### src/rtl/uart_pkg.sv
// ---------------------------------------------------------------------------
// uart_pkg
// Shared UART definitions used by the transmitter, receiver and the transmit
// scheduler: default frame geometry, the frame-length helper and the
// scheduler state encoding.
// No ports (package).
// ---------------------------------------------------------------------------
package uart_pkg;

  // Default frame geometry; the transmitter and receiver use the same values
  localparam int DATA_BITS_DEF = 8;
  localparam int OS_TICKS_DEF  = 16;
  localparam int SB_TICK_DEF   = 16;

  // Number of sTick events from the start of the start bit to the end of the
  // stop bit: start bit + data bits at osTicks each, plus the stop bit.
  function automatic int frameTicks(input int osTicks, input int dataBits,
                                    input int sbTick);
    return osTicks * (1 + dataBits) + sbTick;
  endfunction

  // Scheduler state encoding
  typedef enum logic [1:0] {
    SCHED_IDLE   = 2'd0,
    SCHED_LAUNCH = 2'd1,
    SCHED_FRAME  = 2'd2,
    SCHED_GAP    = 2'd3
  } schedState_t;

endpackage

### src/rtl/uart_rr_pick.sv
// ---------------------------------------------------------------------------
// uart_rr_pick
// Purely combinational round-robin picker. The search starts one past the
// previous winner and wraps around, so the previous winner has the lowest
// priority.
// Ports:
//   reqValid  in  NUM_REQ  request bits
//   lastGrant in  ID_W     index of the previous winner
//   anyValid  out 1        at least one request is set
//   winner    out ID_W     index of the chosen requester (0 when none)
// ---------------------------------------------------------------------------
module uart_rr_pick #(
  parameter int NUM_REQ = 4,
  localparam int ID_W = $clog2(NUM_REQ)
) (
  input  logic [NUM_REQ-1:0] reqValid,
  input  logic [ID_W-1:0]    lastGrant,
  output logic               anyValid,
  output logic [ID_W-1:0]    winner
);

  logic [ID_W-1:0] idx;

  // Walk the requesters starting at lastGrant+1 (modulo NUM_REQ); the first
  // valid one found wins and later candidates are ignored.
  always_comb begin
    anyValid = 1'b0;
    winner   = '0;
    idx      = '0;
    for (int k = 1; k <= NUM_REQ; k++) begin
      idx = ID_W'((int'(lastGrant) + k) % NUM_REQ);
      if (!anyValid && reqValid[idx]) begin
        anyValid = 1'b1;
        winner   = idx;
      end
    end
  end

endmodule

### src/rtl/uart_tx_sched.sv
// ---------------------------------------------------------------------------
// uart_tx_sched
// Round-robin scheduler sharing one UART transmitter among NUM_REQ byte
// sources. Grants a requester in IDLE, pulses txStart for one cycle, holds
// txDin for the whole frame and counts sTick to find the end of the frame,
// since the transmitter gives no end-of-frame indication.
// Ports:
//   clk       in  1                  system clock
//   reset     in  1                  asynchronous reset, active low
//   sTick     in  1                  baud oversample tick, one clk wide
//   reqValid  in  NUM_REQ            request valid per requester
//   reqData   in  NUM_REQ*DATA_BITS  requester i byte at [i*DATA_BITS +: DATA_BITS]
//   reqReady  out NUM_REQ            one-hot, one-cycle accept pulse
//   txStart   out 1                  transmitter start request
//   txDin     out DATA_BITS          byte to the transmitter
//   grantId   out $clog2(NUM_REQ)    index of the current or last winner
//   busy      out 1                  a frame is in flight
// ---------------------------------------------------------------------------
module uart_tx_sched
  import uart_pkg::*;
#(
  parameter int NUM_REQ   = 4,
  parameter int DATA_BITS = DATA_BITS_DEF,
  parameter int OS_TICKS  = OS_TICKS_DEF,
  parameter int SB_TICK   = SB_TICK_DEF,
  localparam int ID_W = $clog2(NUM_REQ)
) (
  input  logic                          clk,
  input  logic                          reset,
  input  logic                          sTick,
  input  logic [NUM_REQ-1:0]            reqValid,
  input  logic [NUM_REQ*DATA_BITS-1:0]  reqData,
  output logic [NUM_REQ-1:0]            reqReady,
  output logic                          txStart,
  output logic [DATA_BITS-1:0]          txDin,
  output logic [ID_W-1:0]               grantId,
  output logic                          busy
);

  localparam int FRAME_TICKS = frameTicks(OS_TICKS, DATA_BITS, SB_TICK);
  localparam int CNT_W       = $clog2(FRAME_TICKS);

  localparam logic [1:0] ST_IDLE   = SCHED_IDLE;
  localparam logic [1:0] ST_LAUNCH = SCHED_LAUNCH;
  localparam logic [1:0] ST_FRAME  = SCHED_FRAME;
  localparam logic [1:0] ST_GAP    = SCHED_GAP;

  logic [1:0]           state;
  logic [CNT_W-1:0]     tickCnt;
  logic [ID_W-1:0]      lastGrant;
  logic                 anyValid;
  logic [ID_W-1:0]      winner;
  logic                 grantNow;
  logic [DATA_BITS-1:0] winnerByte;

  uart_rr_pick #(.NUM_REQ(NUM_REQ)) rrPick (
    .reqValid  (reqValid),
    .lastGrant (lastGrant),
    .anyValid  (anyValid),
    .winner    (winner)
  );

  // The handshake completes in the IDLE cycle itself, so reqReady is
  // combinational; the requester moves on at the following edge.
  assign grantNow = (state == ST_IDLE) && anyValid;
  assign reqReady = grantNow ? (NUM_REQ'(1) << winner) : '0;
  assign txStart  = (state == ST_LAUNCH);
  assign busy     = (state != ST_IDLE);

  // Byte of the current winner, selected with constant part-selects.
  always_comb begin
    winnerByte = '0;
    for (int i = 0; i < NUM_REQ; i++) begin
      if (winner == ID_W'(i)) begin
        winnerByte = reqData[i*DATA_BITS +: DATA_BITS];
      end
    end
  end

  // Scheduler FSM. txDin is only loaded on a grant, which keeps it stable
  // through the transmitter's start bit and the rest of the frame. The tick
  // counter is cleared in LAUNCH, so an sTick seen in that cycle is not
  // counted; the move to GAP happens on the last tick, so the counter never
  // wraps.
  always_ff @(posedge clk or negedge reset) begin
    if (!reset) begin
      state     <= ST_IDLE;
      tickCnt   <= '0;
      lastGrant <= ID_W'(NUM_REQ - 1);
      txDin     <= '0;
      grantId   <= '0;
    end else begin
      case (state)
        ST_IDLE: begin
          if (anyValid) begin
            txDin     <= winnerByte;
            grantId   <= winner;
            lastGrant <= winner;
            state     <= ST_LAUNCH;
          end
        end
        ST_LAUNCH: begin
          tickCnt <= '0;
          state   <= ST_FRAME;
        end
        ST_FRAME: begin
          if (sTick) begin
            if (tickCnt == CNT_W'(FRAME_TICKS - 1)) begin
              state <= ST_GAP;
            end else begin
              tickCnt <= tickCnt + CNT_W'(1);
            end
          end
        end
        ST_GAP: begin
          state <= ST_IDLE;
        end
        default: begin
          state <= ST_IDLE;
        end
      endcase
    end
  end

endmodule
### config.mk
export PLATFORM = sky130hd
export DESIGN_NAME = uart_tx_sched
export DESIGN_NICKNAME = d
export VERILOG_FILES = /design/src/rtl/uart_pkg.sv /design/src/rtl/uart_rr_pick.sv /design/src/rtl/uart_tx_sched.sv
export SDC_FILE = /design/constraint.sdc
export NUM_CORES = 1
export LEC_CHECK = 0
export CELL_PAD_IN_SITES_DETAIL_PLACEMENT = 1
export CELL_PAD_IN_SITES_GLOBAL_PLACEMENT = 2
export CORE_ASPECT_RATIO = 0.5
export CORE_MARGIN = 1.5
export CORE_UTILIZATION = 28
export DETAILED_ROUTE_END_ITERATION = 8
export HOLD_SLACK_MARGIN = 0.12
export PLACE_DENSITY_LB_ADDON = 0.1
export REMOVE_ABC_BUFFERS = 1
export SETUP_SLACK_MARGIN = 0.02
export SLEW_MARGIN = 40
export SYNTH_ARGS = -nofsm -noshare
export SYNTH_HDL_FRONTEND = slang
export SYNTH_SLANG_ARGS = --single-unit
### constraint.sdc
create_clock -name clk -period 5.1 [get_ports clk]
set_clock_uncertainty 0.05 [all_clocks]
set_input_delay 1.53 -clock clk [delete_from_list [all_inputs] [get_ports clk]]
set_output_delay 1.53 -clock clk [all_outputs]
set_load 0.05 [all_outputs]
==> metrics.txt, run 1 <==
number of clock sinks=22; GR Util All Layers=0.145; Inserted Clock Buffers=3; share of flip-flops with an asynchronous set or reset=1.00; status=completed; DR WL/cell=14.4 um; total power=0.00115 W; Compound-Gate Fraction of Synth Area=0.172; Final Net Count=239; worst-path maximum fanout=3; Max Cap Viol=0; synthesized area=1400 um2; Clk Tree Root Cell=clkbuf_8; post-synthesis cell type count=42; number of port buffers=54; CTS tree=built; Final min period=4740 ps; core area=4590 um2; pwr/cell area=549 nW/um2; CP Launch Type=primary input; warnings from Yosys=0; Final period util=0.929; Layout area overhead=49.5%; Adder-Cell Fraction of Synth Area=0.0446; multiplexer share of the synthesized area=0.137; Leakage=0.888 nW; Worst Path Arrival=3160 ps; Synth Area in Simple Gates=0.178; Most used DFF post-synth=dfrtp_1; largest net degree at the start of global routing=23; WP data required=3520 ps; register area share after synthesis=0.394; Die Wd=103 um; CP endpoint kind=output pin; flop2flop setup slack=3220 ps; Via density=4.76; first-pass GRT wire length=6090 um; RSZ-0062 raised after global routing=no; XOR/XNOR share of the synthesized area=0.0312; Die H=53.0 um; DRC=0; Max Slew Vio Count=0; post-CTS resize count=0; flops & latches, synth=22; DIE AREA=5470 um2; Post-Route WL=3750 um; fraction of layout instances using a drive strength above 1=0.149; gpl congestion=0.708; DRT iter0 DRCs=29; remaining antenna violation count=0; clock latency on the worst-skew pair=260 ps; final setup fails=0; antenna diode count=0; Starting Density=0.305; Vias=1238; post-detail-place hpwl=3070 um; DR pass1 iterations=4; htree depth=1; VDD IR-drop max=147 uV; Site Rows=17; final setup TNS=0 ps; Max Fclk=211 MHz; Worst-Margin Slew=572 ps; Hold WC Path Type=flop to flop; main combinational cell family by area after synthesis=simple AND/OR/NAND/NOR gates; IO Count=55; number of global-route vias before repair=1259; Post-Syn Instances=134; hold_buf cts=0; Post-CTS Setup Bufs=0; Reg clk slew, reported paths=80 ps; antenna violations before repair=0; Slew HR=0.617; Congestion Overflow GR=0; Post-synth EDFFs=0; Fill cells=526; Post-Synthesis Mean Instance Area=10.5 um2; kind of critical path=primary input to output pin; Clock Path Buffers=2; Final Hold Vio Count=0
-- Yosys cell counts, types with 2 or more instances --
| cell | instances | area, um2 |
|---|---|---|
| dfrtp_1 | 20 | 500 |
| nand2_1 | 19 | 71.3 |
| mux2i_1 | 14 | 140 |
| nor2_1 | 9 | 33.8 |
| a21oi_1 | 5 | 25.0 |
| ha_1 | 5 | 62.6 |
| o221ai_1 | 5 | 43.8 |
| inv_1 | 4 | 15.0 |
| nor3_1 | 4 | 20.0 |
| nand2b_1 | 3 | 18.8 |
| nand3_1 | 3 | 15.0 |
| o21a_1 | 3 | 22.5 |
| o22ai_1 | 3 | 18.8 |
| xnor2_1 | 3 | 26.3 |
| buf_12 | 2 | 40.0 |
| dfstp_2 | 2 | 52.6 |
| mux2_2 | 2 | 22.5 |
| mux2_4 | 2 | 30.0 |
| o21ai_0 | 2 | 10.0 |
| xor2_1 | 2 | 17.5 |
-- worst max-delay path, stage by stage --
cell,delay [ps]
clkdlybuf4s50_1,510
nand2b_1,130
a21boi_0,290
o21a_1,170
nor3b_1,330
buf_12,190
-- per-stage QoR --
stage	cell area (um2)	std cells	utilization	hold WS, ps	setup WS, ps
final	2100	260	0.456	441	362
after floorplan	1360	131	-	431	231
after global placement	2050	256	0.446	423	360
after detailed placement	2040	256	0.444	430	338
after CTS	2100	260	0.456	449	336
after global routing	2100	260	0.456	473	232
-- sequential cells by signal, summed over array words and instances, names as in the netlist --
register / count
tickCnt: 8
txDin: 8
grantId: 2
lastGrant: 2
state: 2
-- power by group --
group	internal, W	switching (W)
Clock	0.0000687	0.0000558
Sequential	0.000248	0.0000488
Combinational	0.000300	0.000429
Total	0.000617	0.000533
-- kinds of logic after synthesis --
logic type | count (synthesis)
xor+xnor | 5
fa+ha+maj | 5
compound gates | 27
buf+inv | 7
mux | 18
simple gates | 50
flops | 22
-- layout make-up --
| cell class | instances | area [um2] | share of cell area |
|---|---|---|---|
| Clock buffer | 4 | 55.1 | 0.0263 |
| Timing Repair Buffer | 59 | 601 | 0.286 |
| Inverter | 4 | 15.0 | 0.00716 |
| Multi-Input combinational cell | 105 | 791 | 0.377 |
| Sequential cell | 22 | 553 | 0.264 |
| Tap cell | 66 | 82.6 | 0.0394 |
-- layer usage --
layer	global-route usage	vias up	part of all wire
met3	0.0370	2	0.061
met4	0.0135	0	0.0019
met1	0.191	602	0.49
met5	0	-	0
li1	-	606	-
met2	0.250	28	0.44
-- layout by cell type, fill, tap and decap left out, drive strengths merged, types with 4 or more instances in the layout --
cell / n
nor2: 10
clkbuf: 4
ha: 5
dfrtp: 20
o221ai: 5
mux2: 4
buf: 10
nand2: 19
mux2i: 14
clkdlybuf4s50: 49
inv: 4
nor3: 4
a21oi: 6
nand2b: 4
-- path summary, 6_finish.rpt --
kind / start / endpoint / depth (start not counted)
hold / removal: txDin[5]$_DFFE_PN0P_ / txDin[5]$_DFFE_PN0P_ / 2
max in group asynchronous: reset / lastGrant[1]$_DFFE_PN1P_ / 1
setup reg to reg: state[0]$_DFFE_PN0P_ / txDin[3]$_DFFE_PN0P_ / 8
min in group asynchronous: reset / txDin[0]$_DFFE_PN0P_ / 1
setup / recovery: reqValid[2] / reqReady[0] / 6
hold reg to reg: txDin[5]$_DFFE_PN0P_ / txDin[5]$_DFFE_PN0P_ / 2
(Power assumes the default switching activity.)
==> inputs of run 2 (changes only) <==
TNS_END_PERCENT = 30   (was default)
==> results of run 2 <==
No change in the layout: final DEF, timing and power equal those of run 1.
==> inputs of run 3 (changes only) <==
REMOVE_ABC_BUFFERS = default   (was 1)
==> run 3 against run 2 <==
Non-clock buffer count shrank 2. Register-to-register slack got worse by 220 ps. Sequential share of layout area rose by 0.19 points. Clock-buffer cell count unchanged. Sequential cell count did not move. Final cell count decreased by 0.77%. Critical path depth is the same. Clock power hardly changed. Die area did not move. Sequential power about the same.
==> metrics.txt, run 3 (same netlist as run 1, synthesis figures left out) <==
status=completed; Vias=1216; commonest non-fill, non-tap cell in the layout=clkdlybuf4s50_1; CP Launch Type=primary input; fraction of layout instances using a drive strength above 1=0.141; WP data required=3520 ps; Final period util=0.934; Final min period=4760 ps; remaining antenna violation count=0; Max Slew Vio Count=0; Slew HR=0.610; core area=4590 um2; Layout Cells excl Fill=258; antenna violations before repair=0; Site Rows=17; Reg clk slew, reported paths=70 ps; pwr/cell area=548 nW/um2; Worst-Margin Slew=584 ps; post-detail-place hpwl=3090 um; DR pass1 iterations=3; Die H=53.0 um; antenna diode count=0; final setup fails=0; final setup TNS=0 ps; Die Wd=103 um; commonest non-fill, non-tap cells in the layout=clkdlybuf4s50_1, dfrtp_1, nand2_1; hold_buf cts=0; Starting Density=0.305; IO Count=55; Max Fclk=210 MHz; Clk Tree Root Cell=clkbuf_8; DRC=0; number of port buffers=54; number of global-route vias before repair=1229; Congestion Overflow GR=0; Post-CTS Setup Bufs=0; Final Hold Vio Count=0; Clock Path Buffers=2; worst-path maximum fanout=3; number of clock sinks=22; largest net degree at the start of global routing=23; largest registers=tickCnt: 8 flops, txDin: 8 flops; kind of critical path=primary input to output pin; GR Util All Layers=0.147; Post-Route WL=3850 um; DR WL/cell=14.9 um; Via density=4.71; Inserted Clock Buffers=3; CP endpoint kind=output pin; Max Cap Viol=0; DIE AREA=5470 um2; RSZ-0062 raised after global routing=no; Layout area overhead=48.4%; gpl congestion=0.735; Final Net Count=237; VDD IR-drop max=181 uV; clock latency on the worst-skew pair=260 ps; Hold WC Path Type=flop to flop; post-CTS resize count=0; first-pass GRT wire length=6090 um; register area=553 um2; Worst Path Arrival=3180 ps; multi-input combinational cell area=791 um2; CTS tree=built; Mapped Nets=178; htree depth=1; Placed Cells incl. Taps=254; DRT iter0 DRCs=19; Fill cells=540; Leakage=0.878 nW
## run 3: changes by cell type in the layout (fill, tap and decap cells not counted)
cell and change:
buf_4 -2
## run 3: layer usage
| layer | vias to the layer above | part of all wire | global-route usage |
|---|---|---|---|
| li1 | 605 | - | - |
| met1 | 575 | 0.51 | 0.201 |
| met2 | 34 | 0.41 | 0.237 |
| met3 | 2 | 0.075 | 0.0449 |
| met4 | 0 | 0.0021 | 0.0135 |
| met5 | - | 0 | 0 |
## run 3: layout make-up
class,count,share of cell area
Clock buffer,4,0.0264
Tap cell,66,0.0397
Inverter,4,0.00721
Multi-Input combinational cell,105,0.380
Sequential cell,22,0.266
Timing Repair Buffer,57,0.281
## run 3: where the power goes
group | leakage (nW) | total, W | switching [W] | internal, W
sequential | 0.272 | 0.000298 | 0.0000498 | 0.000248
clock | 0.0288 | 0.000123 | 0.0000546 | 0.0000687
combinational | 0.577 | 0.000720 | 0.000429 | 0.000292
## run 3: critical path, cell delays in order
cell and delay (ps):
clkdlybuf4s50_1 510, nand2b_1 150, a21boi_0 300, o21a_1 170, nor3b_1 330, buf_12 190
## run 3: worst paths after layout
check	startpoint	end	slack [ps]	cells after the start
max	reqValid[2]	reqReady[0]	340	6
min	grantId[1]$_DFFE_PN0P_	grantId[1]$_DFFE_PN0P_	430	2
max reg2reg	lastGrant[1]$_DFFE_PN1P_	txDin[7]$_DFFE_PN0P_	3000	6
min reg2reg	grantId[1]$_DFFE_PN0P_	grantId[1]$_DFFE_PN0P_	430	2
max in group asynchronous	reset	lastGrant[1]$_DFFE_PN1P_	3460	1
min in group asynchronous	reset	state[1]$_DFFE_PN0P_	1180	1
## run 3: stage by stage
step	total power (W)	hold WS, ps	util	setup WS [ps]	cell area (um2)
floorplan	0.000805	431	-	231	1400
global placement	0.00102	418	0.442	363	2030
detailed placement	0.00103	426	0.441	325	2030
CTS	0.00116	446	0.453	324	2080
global route	0.00122	470	0.453	163	2080
finish	0.00114	435	0.453	335	2080
